$ cat src/rtl/ppu_pixel_fifo_mixer_if.sv
// Bundle between the tile/sprite fetchers, the pixel FIFO/mixer and the LCD writer.
// The master side is the fetch/control logic; the slave side is ppu_pixel_fifo_mixer.
interface ppu_pixel_fifo_mixer_if #(
  parameter int unsigned DEPTH = 16,
  parameter int unsigned CNT_W = $clog2(DEPTH) + 1
);
  logic             line_start;
  logic [2:0]       discard_n;
  logic             bg_en;
  logic [7:0]       bg_lo;
  logic [7:0]       bg_hi;
  logic             bg_push;
  logic             bg_ready;
  logic [CNT_W-1:0] bg_count;
  logic [7:0]       sp_lo;
  logic [7:0]       sp_hi;
  logic [7:0]       sp_attr;
  logic             sp_push;
  logic             px_stall;
  logic [7:0]       bgp;
  logic [7:0]       obp0;
  logic [7:0]       obp1;
  logic [1:0]       px_out;
  logic             px_valid;
  logic             overflow;

  modport master (
    output line_start, discard_n, bg_en, bg_lo, bg_hi, bg_push,
    output sp_lo, sp_hi, sp_attr, sp_push, px_stall, bgp, obp0, obp1,
    input  bg_ready, bg_count, px_out, px_valid, overflow
  );

  modport slave (
    input  line_start, discard_n, bg_en, bg_lo, bg_hi, bg_push,
    input  sp_lo, sp_hi, sp_attr, sp_push, px_stall, bgp, obp0, obp1,
    output bg_ready, bg_count, px_out, px_valid, overflow
  );
endinterface

$ cat src/rtl/ppu_pixel_fifo_mixer.sv
// BG pixel FIFO, 8-slot sprite overlay and BG/OBJ mixer for the PPU draw path.
// One pixel is popped per unstalled cycle and its palette shade is registered out.
module ppu_pixel_fifo_mixer #(
  parameter int unsigned DEPTH = 16,
  parameter int unsigned CNT_W = $clog2(DEPTH) + 1
) (
  input logic                   clk,
  input logic                   rst,
  ppu_pixel_fifo_mixer_if.slave bus
);
  localparam int unsigned AW = $clog2(DEPTH);

  typedef struct packed {
    logic [1:0] col;
    logic       pal;
    logic       prio;
  } ov_slot_t;

  logic [1:0]       fifo_q [DEPTH];
  logic [AW-1:0]    wr_ptr_q, wr_ptr_d;
  logic [AW-1:0]    rd_ptr_q, rd_ptr_d;
  logic [CNT_W-1:0] count_q, count_d;
  ov_slot_t         ov_q [8];
  ov_slot_t         ov_d [8];
  ov_slot_t         ov_shift [8];
  logic [2:0]       discard_q, discard_d;
  logic [1:0]       px_out_q, px_out_d;
  logic             px_valid_q, px_valid_d;
  logic             overflow_q, overflow_d;

  logic       bg_ready;
  logic       pop;
  logic       push;
  logic [1:0] bg_pix;
  logic [1:0] mix;
  logic [1:0] new_col;
  logic [7:0] obp_sel;
  ov_slot_t   slot0;

  // Readiness is judged on the registered count, before this cycle's pop.
  assign bg_ready = count_q <= CNT_W'(DEPTH - 8);

  assign bus.bg_ready = bg_ready;
  assign bus.bg_count = count_q;
  assign bus.px_out   = px_out_q;
  assign bus.px_valid = px_valid_q;
  assign bus.overflow = overflow_q;

  always_comb begin
    pop    = !bus.line_start && !bus.px_stall && (count_q != '0);
    push   = !bus.line_start && bus.bg_push && bg_ready;
    bg_pix = bus.bg_en ? fifo_q[rd_ptr_q] : 2'd0;
    slot0  = ov_q[0];

    obp_sel = slot0.pal ? bus.obp1 : bus.obp0;
    if (slot0.col != 2'd0 && !(slot0.prio && bg_pix != 2'd0)) begin
      mix = obp_sel[{slot0.col, 1'b0} +: 2];
    end else begin
      mix = bus.bgp[{bg_pix, 1'b0} +: 2];
    end

    // Overlay advances with every pop so slot 0 stays aligned with the next BG pixel.
    for (int i = 0; i < 7; i++) begin
      ov_shift[i] = pop ? ov_q[i+1] : ov_q[i];
    end
    ov_shift[7] = pop ? '0 : ov_q[7];

    new_col = 2'd0;
    for (int i = 0; i < 8; i++) begin
      new_col  = {bus.sp_hi[3'(7 - i)], bus.sp_lo[3'(7 - i)]};
      ov_d[i]  = ov_shift[i];
      if (bus.sp_push && ov_shift[i].col == 2'd0 && new_col != 2'd0) begin
        ov_d[i] = '{col: new_col, pal: bus.sp_attr[4], prio: bus.sp_attr[7]};
      end
      if (bus.line_start) begin
        ov_d[i] = '0;
      end
    end

    count_d  = count_q;
    wr_ptr_d = wr_ptr_q;
    rd_ptr_d = rd_ptr_q;
    if (push) begin
      count_d  = count_d + CNT_W'(8);
      wr_ptr_d = wr_ptr_q + AW'(8);
    end
    if (pop) begin
      count_d  = count_d - CNT_W'(1);
      rd_ptr_d = rd_ptr_q + AW'(1);
    end

    px_valid_d = 1'b0;
    px_out_d   = px_out_q;
    discard_d  = discard_q;
    if (pop) begin
      if (discard_q != 3'd0) begin
        discard_d = discard_q - 3'd1;
      end else begin
        px_valid_d = 1'b1;
        px_out_d   = mix;
      end
    end

    if (bus.line_start) begin
      count_d   = '0;
      wr_ptr_d  = '0;
      rd_ptr_d  = '0;
      discard_d = bus.discard_n;
    end

    overflow_d = overflow_q | (!bus.line_start && bus.bg_push && !bg_ready);
  end

  always_ff @(posedge clk) begin
    if (rst) begin
      wr_ptr_q   <= '0;
      rd_ptr_q   <= '0;
      count_q    <= '0;
      discard_q  <= 3'd0;
      px_out_q   <= 2'd0;
      px_valid_q <= 1'b0;
      overflow_q <= 1'b0;
      for (int i = 0; i < 8; i++) begin
        ov_q[i] <= '0;
      end
    end else begin
      wr_ptr_q   <= wr_ptr_d;
      rd_ptr_q   <= rd_ptr_d;
      count_q    <= count_d;
      discard_q  <= discard_d;
      px_out_q   <= px_out_d;
      px_valid_q <= px_valid_d;
      overflow_q <= overflow_d;
      for (int i = 0; i < 8; i++) begin
        ov_q[i] <= ov_d[i];
      end
    end
  end

  // Pixel storage needs no reset: count and pointers define what is valid.
  always_ff @(posedge clk) begin
    if (push) begin
      for (int i = 0; i < 8; i++) begin
        fifo_q[wr_ptr_q + AW'(i)] <= {bus.bg_hi[3'(7 - i)], bus.bg_lo[3'(7 - i)]};
      end
    end
  end
endmodule

$ cat src/flat_wrapper.sv
// flat-port wrapper written by rule: the top's interface ports become plain ports
module ppu_pixel_fifo_mixer_flat 
#(
  parameter int unsigned DEPTH = 16,
  parameter int unsigned CNT_W = $clog2(DEPTH) + 1
)
  (clk, rst, bus_line_start, bus_discard_n, bus_bg_en, bus_bg_lo, bus_bg_hi, bus_bg_push, bus_sp_lo, bus_sp_hi, bus_sp_attr, bus_sp_push, bus_px_stall, bus_bgp, bus_obp0, bus_obp1, bus_bg_ready, bus_bg_count, bus_px_out, bus_px_valid, bus_overflow);
  ppu_pixel_fifo_mixer_if #(.DEPTH(DEPTH), .CNT_W(CNT_W)) bus_i ();
  input logic clk;
  input logic rst;
  input wire logic [$bits(bus_i.line_start)-1:0] bus_line_start;
  input wire logic [$bits(bus_i.discard_n)-1:0] bus_discard_n;
  input wire logic [$bits(bus_i.bg_en)-1:0] bus_bg_en;
  input wire logic [$bits(bus_i.bg_lo)-1:0] bus_bg_lo;
  input wire logic [$bits(bus_i.bg_hi)-1:0] bus_bg_hi;
  input wire logic [$bits(bus_i.bg_push)-1:0] bus_bg_push;
  input wire logic [$bits(bus_i.sp_lo)-1:0] bus_sp_lo;
  input wire logic [$bits(bus_i.sp_hi)-1:0] bus_sp_hi;
  input wire logic [$bits(bus_i.sp_attr)-1:0] bus_sp_attr;
  input wire logic [$bits(bus_i.sp_push)-1:0] bus_sp_push;
  input wire logic [$bits(bus_i.px_stall)-1:0] bus_px_stall;
  input wire logic [$bits(bus_i.bgp)-1:0] bus_bgp;
  input wire logic [$bits(bus_i.obp0)-1:0] bus_obp0;
  input wire logic [$bits(bus_i.obp1)-1:0] bus_obp1;
  output wire logic [$bits(bus_i.bg_ready)-1:0] bus_bg_ready;
  output wire logic [$bits(bus_i.bg_count)-1:0] bus_bg_count;
  output wire logic [$bits(bus_i.px_out)-1:0] bus_px_out;
  output wire logic [$bits(bus_i.px_valid)-1:0] bus_px_valid;
  output wire logic [$bits(bus_i.overflow)-1:0] bus_overflow;
  assign bus_i.line_start = bus_line_start;
  assign bus_i.discard_n = bus_discard_n;
  assign bus_i.bg_en = bus_bg_en;
  assign bus_i.bg_lo = bus_bg_lo;
  assign bus_i.bg_hi = bus_bg_hi;
  assign bus_i.bg_push = bus_bg_push;
  assign bus_i.sp_lo = bus_sp_lo;
  assign bus_i.sp_hi = bus_sp_hi;
  assign bus_i.sp_attr = bus_sp_attr;
  assign bus_i.sp_push = bus_sp_push;
  assign bus_i.px_stall = bus_px_stall;
  assign bus_i.bgp = bus_bgp;
  assign bus_i.obp0 = bus_obp0;
  assign bus_i.obp1 = bus_obp1;
  assign bus_bg_ready = bus_i.bg_ready;
  assign bus_bg_count = bus_i.bg_count;
  assign bus_px_out = bus_i.px_out;
  assign bus_px_valid = bus_i.px_valid;
  assign bus_overflow = bus_i.overflow;
  ppu_pixel_fifo_mixer #(.DEPTH(DEPTH), .CNT_W(CNT_W)) u_core (.clk(clk), .rst(rst), .bus(bus_i));
endmodule
$ cat config.mk
export PLATFORM = sky130hd
export DESIGN_NAME = ppu_pixel_fifo_mixer_flat
export DESIGN_NICKNAME = d
export VERILOG_FILES = /design/src/rtl/ppu_pixel_fifo_mixer_if.sv /design/src/rtl/ppu_pixel_fifo_mixer.sv /design/src/flat_wrapper.sv
export SDC_FILE = /design/constraint.sdc
export NUM_CORES = 1
export LEC_CHECK = 0
export CAP_MARGIN = 5
export CORE_ASPECT_RATIO = 1.2
export CORE_MARGIN = 2
export CORE_UTILIZATION = 51
export DETAILED_ROUTE_END_ITERATION = 10
export PLACE_DENSITY = 0.9
export SLEW_MARGIN = 5
export SYNTH_ARGS = -nofsm -noshare
export SYNTH_HDL_FRONTEND = slang
export SYNTH_SLANG_ARGS = --single-unit
export TNS_END_PERCENT = 20
$ cat constraint.sdc
create_clock -name clk -period 6.65 [get_ports clk]
set_clock_uncertainty 0.2 [all_clocks]
set_input_delay 1.33 -clock clk [delete_from_list [all_inputs] [get_ports clk]]
set_output_delay 1.33 -clock clk [all_outputs]
set_load 0.02 [all_outputs]
==> results.py, run 1 <==
metrics = {
    "outcome": {
        "outcome": "finished clean",
    },
    "logic_synthesis": {
        "yosys.cell_types.count": 46,
        "async_flop_share": 0,
        "synthFlopType": "dfxtp_1",
        "syn_nets": 398,
        "ys_seq_elements": 68,
        "synth_area_um2": 3000,
        "synth_edf_count": 16,
        "postSynthCellCount": 318,
        "postSynthAreaPerCell_um2": 9.45,
        "yosys_warnings": 0,
        "ys_seq_area_frac": 0.506,
    },
    "timing": {
        "max_slew_margin": 0.460,
        "setup_tns_ps": 0,
        "period_minus_slack_ps": 3710,
        "setup_viol": 0,
        "tightest_slew_ps": 810,
        "fmax_mhz": 270,
        "drv_slew": 0,
        "rsz0062_at_grt": "no",
        "hold_viol": 0,
        "fin_crit_sh": 0.558,
    },
    "finish": {
        "final_core_utilization": 0.670,
        "nets": 451,
        "syn_to_final_growth_pct": 26.4,
        "fill_cells": 445,
        "drive_above_1_share": 0.0745,
        "n_antenna_cell": 0,
    },
    "clocking": {
        "htreeDepth": 3,
        "root_buffer": "clkbuf_8",
        "cts.sinks": 68,
        "cts_max_path_buffers": 2,
        "cts_tree": "yes",
        "cts_made_buffers": 9,
        "post_cts_buffers": 0,
        "ctsHoldBuffers": 0,
        "clkTransAtPathRegs_ps": 70,
        "clk_latency_ps": 330,
        "cts-resized-gates": 0,
    },
    "setup_path": {
        "worstPathMaxFanout": 32,
        "critPathLaunchType": "primary input",
        "cp-startpoint": "bus_line_start",
        "critical_path_class": "primary input to register",
        "cp-end-kind": "register",
        "r2r-start": "u_core.bus.bg_count[0]",
        "crit_required_ps": 6640,
        "worst_ep_arrival_time_ps": 3700,
    },
    "die": {
        "row_count": 30,
        "die_y_um": 88.1,
        "initial_core_util": 0.530,
        "core_area_um2": 5670,
        "ioPinCount": 84,
        "die_x_um": 74.1,
        "dieArea_um2": 6520,
    },
    "routing": {
        "vias_per_cell": 5.33,
        "drt_wl_total_um": 5910,
        "wire_per_inst_um": 13.0,
        "drc": 0,
        "first_iter_violations": 91,
        "dr.pass1.iters": 4,
        "postRouteAntennaNets": 0,
        "vias": 2431,
    },
    "power": {
        "ir_drop_mv": 0.135,
        "p_leak_nw": 1.28,
        "p_per_area_nw_per_um2": 223,
    },
    "placement": {
        "dp_hpwl_um": 4100,
        "place_congestion": 0.759,
        "io_buffers": 57,
    },
    "global_route": {
        "grt_max_degree": 44,
        "grt_pass1_vias": 2296,
        "grt_use_total": 0.198,
        "antenna_found_initial": 0,
        "grt_pass1_wl_um": 9920,
        "grt_overflow": 0,
    },
    "min_path": {
        "min_from": "u_core.ov_q[0][13]",
        "min_path_type": "register to register",
    },
    "run": {
        "drv_cap": 0,
    },
}
## synth_stat cells (2+ instances only)
cell | count | area (um2)
a21o_1 | 6 | 45.0
o21ai_0 | 3 | 15.0
mux2_2 | 2 | 22.5
nor3_1 | 4 | 20.0
ha_1 | 6 | 75.1
a21oi_1 | 37 | 185
clkbuf_1 | 8 | 30.0
xnor2_1 | 7 | 61.3
nor2_1 | 21 | 78.8
a211oi_1 | 3 | 22.5
xor2_1 | 3 | 26.3
nand3_1 | 6 | 30.0
o2111a_1 | 3 | 33.8
nor2b_1 | 5 | 31.3
edfxtp_1 | 16 | 480
dfxtp_1 | 52 | 1040
mux4_2 | 3 | 67.6
buf_2 | 7 | 35.0
inv_1 | 10 | 37.5
mux2i_1 | 15 | 150
a32oi_1 | 2 | 17.5
nand2b_1 | 2 | 12.5
or2_2 | 2 | 12.5
nand2_1 | 73 | 274
## per-stage QoR
stage / hold slack, ps / cell area (um2) / cells / power (W) / setup WS, ps
finish: 251 / 3800 / 456 / 0.000846 / 2940
global placement: 236 / 3610 / 440 / 0.000535 / 2640
floorplan: 231 / 3000 / 318 / 0.000494 / 3660
CTS: 253 / 3800 / 456 / 0.000854 / 2960
detailed placement: 243 / 3610 / 440 / 0.000538 / 2600
global route: 267 / 3800 / 456 / 0.000883 / 2780
## logic make-up (layout without fill, tap and decap cells)
| logic type | after synthesis | after routing | share of synthesized area |
|---|---|---|---|
| multiplexers | 21 | 21 | 0.0887 |
| AND/OR/NAND/NOR | 121 | 121 | 0.174 |
| buffers and inverters | 27 | 85 | 0.0391 |
| flip-flops | 68 | 68 | 0.506 |
| XOR/XNOR | 10 | 10 | 0.0292 |
| AO/OA/AOI/OAI | 65 | 65 | 0.138 |
| adder cells (fa/ha/maj) | 6 | 6 | 0.0250 |
## layer usage
metal  global-route usage  vias to the layer above  routed length, um
met5                    0                        -                  0
met3               0.0564                       12                394
li1                     -                     1212                  -
met1                0.234                     1135               2560
met2                0.333                       72               2850
met4               0.0876                        0                112
## registers in the layout, summed over array words and instances (netlist names), named ones only
register             flops
u_core.bus.px_valid      1
u_core.wr_ptr_q          1
u_core.bus.px_out        2
u_core.fifo_q           16
u_core.discard_q         3
u_core.bus.bg_count      5
u_core.rd_ptr_q          4
u_core.ov_q             32
u_core.bus.overflow      1
## worst paths after layout
| kind | cells past startpoint | endpoint | slack [ps] |
|---|---|---|---|
| setup / recovery | 7 | u_core.ov_q[0][16] | 2940 |
| hold / removal | 2 | u_core.ov_q[0][9] | 250 |
| hold reg to reg | 2 | u_core.ov_q[0][9] | 250 |
| setup reg to reg | 9 | u_core.ov_q[0][16] | 3780 |
## power by group
part / internal (W) / total, W / switching, W
logic: 0.0000486 / 0.0000922 / 0.0000436
clock network: 0.000169 / 0.000316 / 0.000147
registers: 0.000432 / 0.000437 / 0.00000510
total: 0.000650 / 0.000846 / 0.000196
## layout by cell type (no fill, tap or decap), types with 2 or more instances in the layout
cell,n
nand2_1,73
clkdlybuf4s50_1,57
dfxtp_1,52
a21oi_1,37
nor2_1,21
edfxtp_1,16
mux2i_1,15
inv_1,10
clkbuf_8,9
xnor2_1,7
nand3_1,6
a21o_1,6
ha_1,6
nor2b_1,5
o2111a_1,3
o21ai_0,3
xor2_1,3
nor3_1,3
a211oi_1,3
mux4_2,3
nor3_2,2
or2_2,2
a32oi_1,2
nand2b_1,2
mux2_2,2
clkinv_2,2
clkinv_1,2
buf_4,2
## layout make-up
| type | count | area, um2 | share of cell area |
|---|---|---|---|
| Sequential cell | 68 | 1520 | 0.401 |
| Timing Repair Buffer | 59 | 586 | 0.154 |
| Inverter | 10 | 37.5 | 0.00988 |
| Clock inverter | 6 | 55.1 | 0.0145 |
| Tap cell | 80 | 100 | 0.0264 |
| Multi-Input combinational cell | 223 | 1370 | 0.361 |
| Clock buffer | 10 | 128 | 0.0336 |
## critical path, stage by stage
cell	delay (ps)
clkdlybuf4s50_1	580
nor3_2	540
buf_4	410
mux2i_1	320
o2111a_1	330
a21o_1	110
a21oi_1	50
(Power assumes the default switching activity.)
==> run 2: changes to the inputs <==
--- a/config.mk
+++ b/config.mk
@@ -8,9 +8,9 @@
 export CAP_MARGIN = 5
 export CORE_ASPECT_RATIO = 1.2
 export CORE_MARGIN = 2
-export CORE_UTILIZATION = 51
+export CORE_UTILIZATION = 48
 export DETAILED_ROUTE_END_ITERATION = 10
-export PLACE_DENSITY = 0.9
+export PLACE_DENSITY = 0.86
 export SLEW_MARGIN = 5
 export SYNTH_ARGS = -nofsm -noshare
 export SYNTH_HDL_FRONTEND = slang
==> constraint.sdc (replaced) <==
create_clock -name clk -period 3.57 [get_ports clk]
set_clock_uncertainty 0.2 [all_clocks]
set_input_delay 0.714 -clock clk [delete_from_list [all_inputs] [get_ports clk]]
set_output_delay 0.714 -clock clk [all_outputs]
set_load 0.02 [all_outputs]
==> results.py, run 2 (synthesized netlist as in run 1, its figures left out) <==
metrics = {
    "outcome": {
        "outcome": "finished clean",
    },
    "finish": {
        "n_antenna_cell": 0,
        "drive_above_1_share": 0.0921,
        "mostFrequentLayoutCell": "nand2_1",
        "largest-register": "u_core.ov_q",
        "largest_register_ffs": 32,
        "multi_input_area_um2": 1370,
        "mostFrequentLayoutCells": "nand2_1 (73), clkdlybuf4s50_1 (57), dfxtp_1 (52), a21oi_1 (37), nor2_1 (21)",
        "syn_to_final_growth_pct": 28.7,
        "register_area_um2": 1520,
        "fin_area_um2": 3870,
        "fill_cells": 524,
        "nets": 455,
    },
    "placement": {
        "placed_area_um2": 3650,
        "place_congestion": 0.784,
        "dp_hpwl_um": 4160,
        "pre_cts_slack_ps": 628,
        "io_buffers": 57,
    },
    "clocking": {
        "cts_made_buffers": 9,
        "post_cts_buffers": 0,
        "cts_max_path_buffers": 2,
        "root_buffer": "clkbuf_8",
        "htreeDepth": 3,
        "cts_tree": "yes",
        "cts.sinks": 68,
        "ctsHoldBuffers": 0,
        "clk_latency_ps": 340,
        "cts-resized-gates": 0,
        "clkTransAtPathRegs_ps": 70,
    },
    "global_route": {
        "busiest_layer": "met2",
        "antenna_found_initial": 0,
        "grt_pass1_vias": 2354,
        "grt_max_degree": 44,
        "use_met1": 0.210,
        "grt_use_total": 0.181,
        "grt_pass1_wl_um": 10200,
        "grt_use_met2": 0.304,
        "grt_overflow": 0,
        "grt.met3_usage": 0.0610,
    },
    "setup_path": {
        "crit_slowest_cell": "clkdlybuf4s50_1",
        "worstPathMaxFanout": 4,
        "critPathLaunchType": "register",
        "crit_required_ps": 2660,
        "critical_path_class": "register to output port",
        "crit_top_cell": "inv_1",
        "cp-end-kind": "output port",
        "path_cells": "inv_1 -> ha_1 -> nor3b_1 -> a21oi_1 -> inv_1 -> clkdlybuf4s50_1",
        "worst_ep_arrival_time_ps": 1990,
        "max_stage_delay_ps": 540,
        "reg2regPathDepth": 8,
    },
    "min_path": {
        "min_path_type": "register to register",
        "hold_path_depth": 2,
    },
    "die": {
        "initial_core_util": 0.496,
        "dieArea_um2": 6910,
        "row_count": 31,
        "core_area_um2": 6050,
        "die_y_um": 90.7,
        "die_x_um": 76.2,
        "ioPinCount": 84,
    },
    "timing": {
        "drv_slew": 0,
        "period_minus_slack_ps": 2900,
        "rsz0062_at_grt": "no",
        "setup_viol": 0,
        "fin_crit_sh": 0.812,
        "whs_ps": 249,
        "tightest_slew_ps": 787,
        "worst_slack_ps": 669,
        "fmax_mhz": 345,
        "max_slew_margin": 0.475,
        "setup_tns_ps": 0,
        "hold_viol": 0,
    },
    "routing": {
        "wire_per_inst_um": 12.6,
        "drt_wl_total_um": 5800,
        "drc": 0,
        "vias": 2397,
        "vias_per_cell": 5.19,
        "postRouteAntennaNets": 0,
        "dr.pass1.iters": 4,
        "first_iter_violations": 160,
    },
    "power": {
        "ir_drop_mv": 0.355,
        "p_leak_nw": 1.32,
        "p_per_area_nw_per_um2": 433,
    },
    "run": {
        "drv_cap": 0,
    },
}
-- run 2: changes by cell type in the layout (fill, tap and decap cells not counted) --
cell        previous run  this run
clkbuf_1               1         0
clkinv_4               0         1
clkinv_1               2         0
bufinv_16              1         2
clkbuf_4               0         1
clkinv_2               2         1
buf_4                  2         6
clkinvlp_4             1         2
-- run 2: power by group --
group          internal [W]  switching [W]
Clock              0.000401       0.000287
Sequential         0.000805     0.00000949
Combinational     0.0000933      0.0000793
Total               0.00130       0.000376
-- run 2: per-stage QoR --
stage,util,std cells,total power (W)
final,0.639,462,0.00167
after CTS,0.639,462,0.00169
after global routing,0.639,462,0.00174
after detailed placement,0.603,446,0.00100
after floorplan,-,318,0.000920
after global placement,0.603,446,0.00100
-- run 2: area by class of cell --
class	instances	area share
clock buffers	10	0.0340
clock inverters	6	0.0230
inverters	10	0.00971
multi-input cells	223	0.354
flip-flops and latches	68	0.393
well taps	82	0.0265
repair buffers	63	0.159
-- run 2: per-layer routing --
metal,part of all wire,vias up
met5,0,-
met4,0.021,0
met3,0.062,11
met2,0.49,62
met1,0.42,1111
li1,-,1213
-- run 2: critical path: cells and delay by family (launching register included) --
| kind | cells | cell delay [ps] |
|---|---|---|
| compound gates | 1 | 200 |
| fa+ha+maj | 1 | 210 |
| buf+inv | 3 | 710 |
| flops | 1 | 390 |
| simple gates | 1 | 140 |
-- run 2: path summary, 6_finish.rpt --
check                          from                  to  slack (ps)
min              u_core.ov_q[0][16]  u_core.ov_q[0][12]         250
min reg2reg      u_core.ov_q[0][16]  u_core.ov_q[0][12]         250
max reg2reg  u_core.bus.bg_count[0]  u_core.ov_q[0][21]         970
max          u_core.bus.bg_count[0]        bus_bg_ready         670
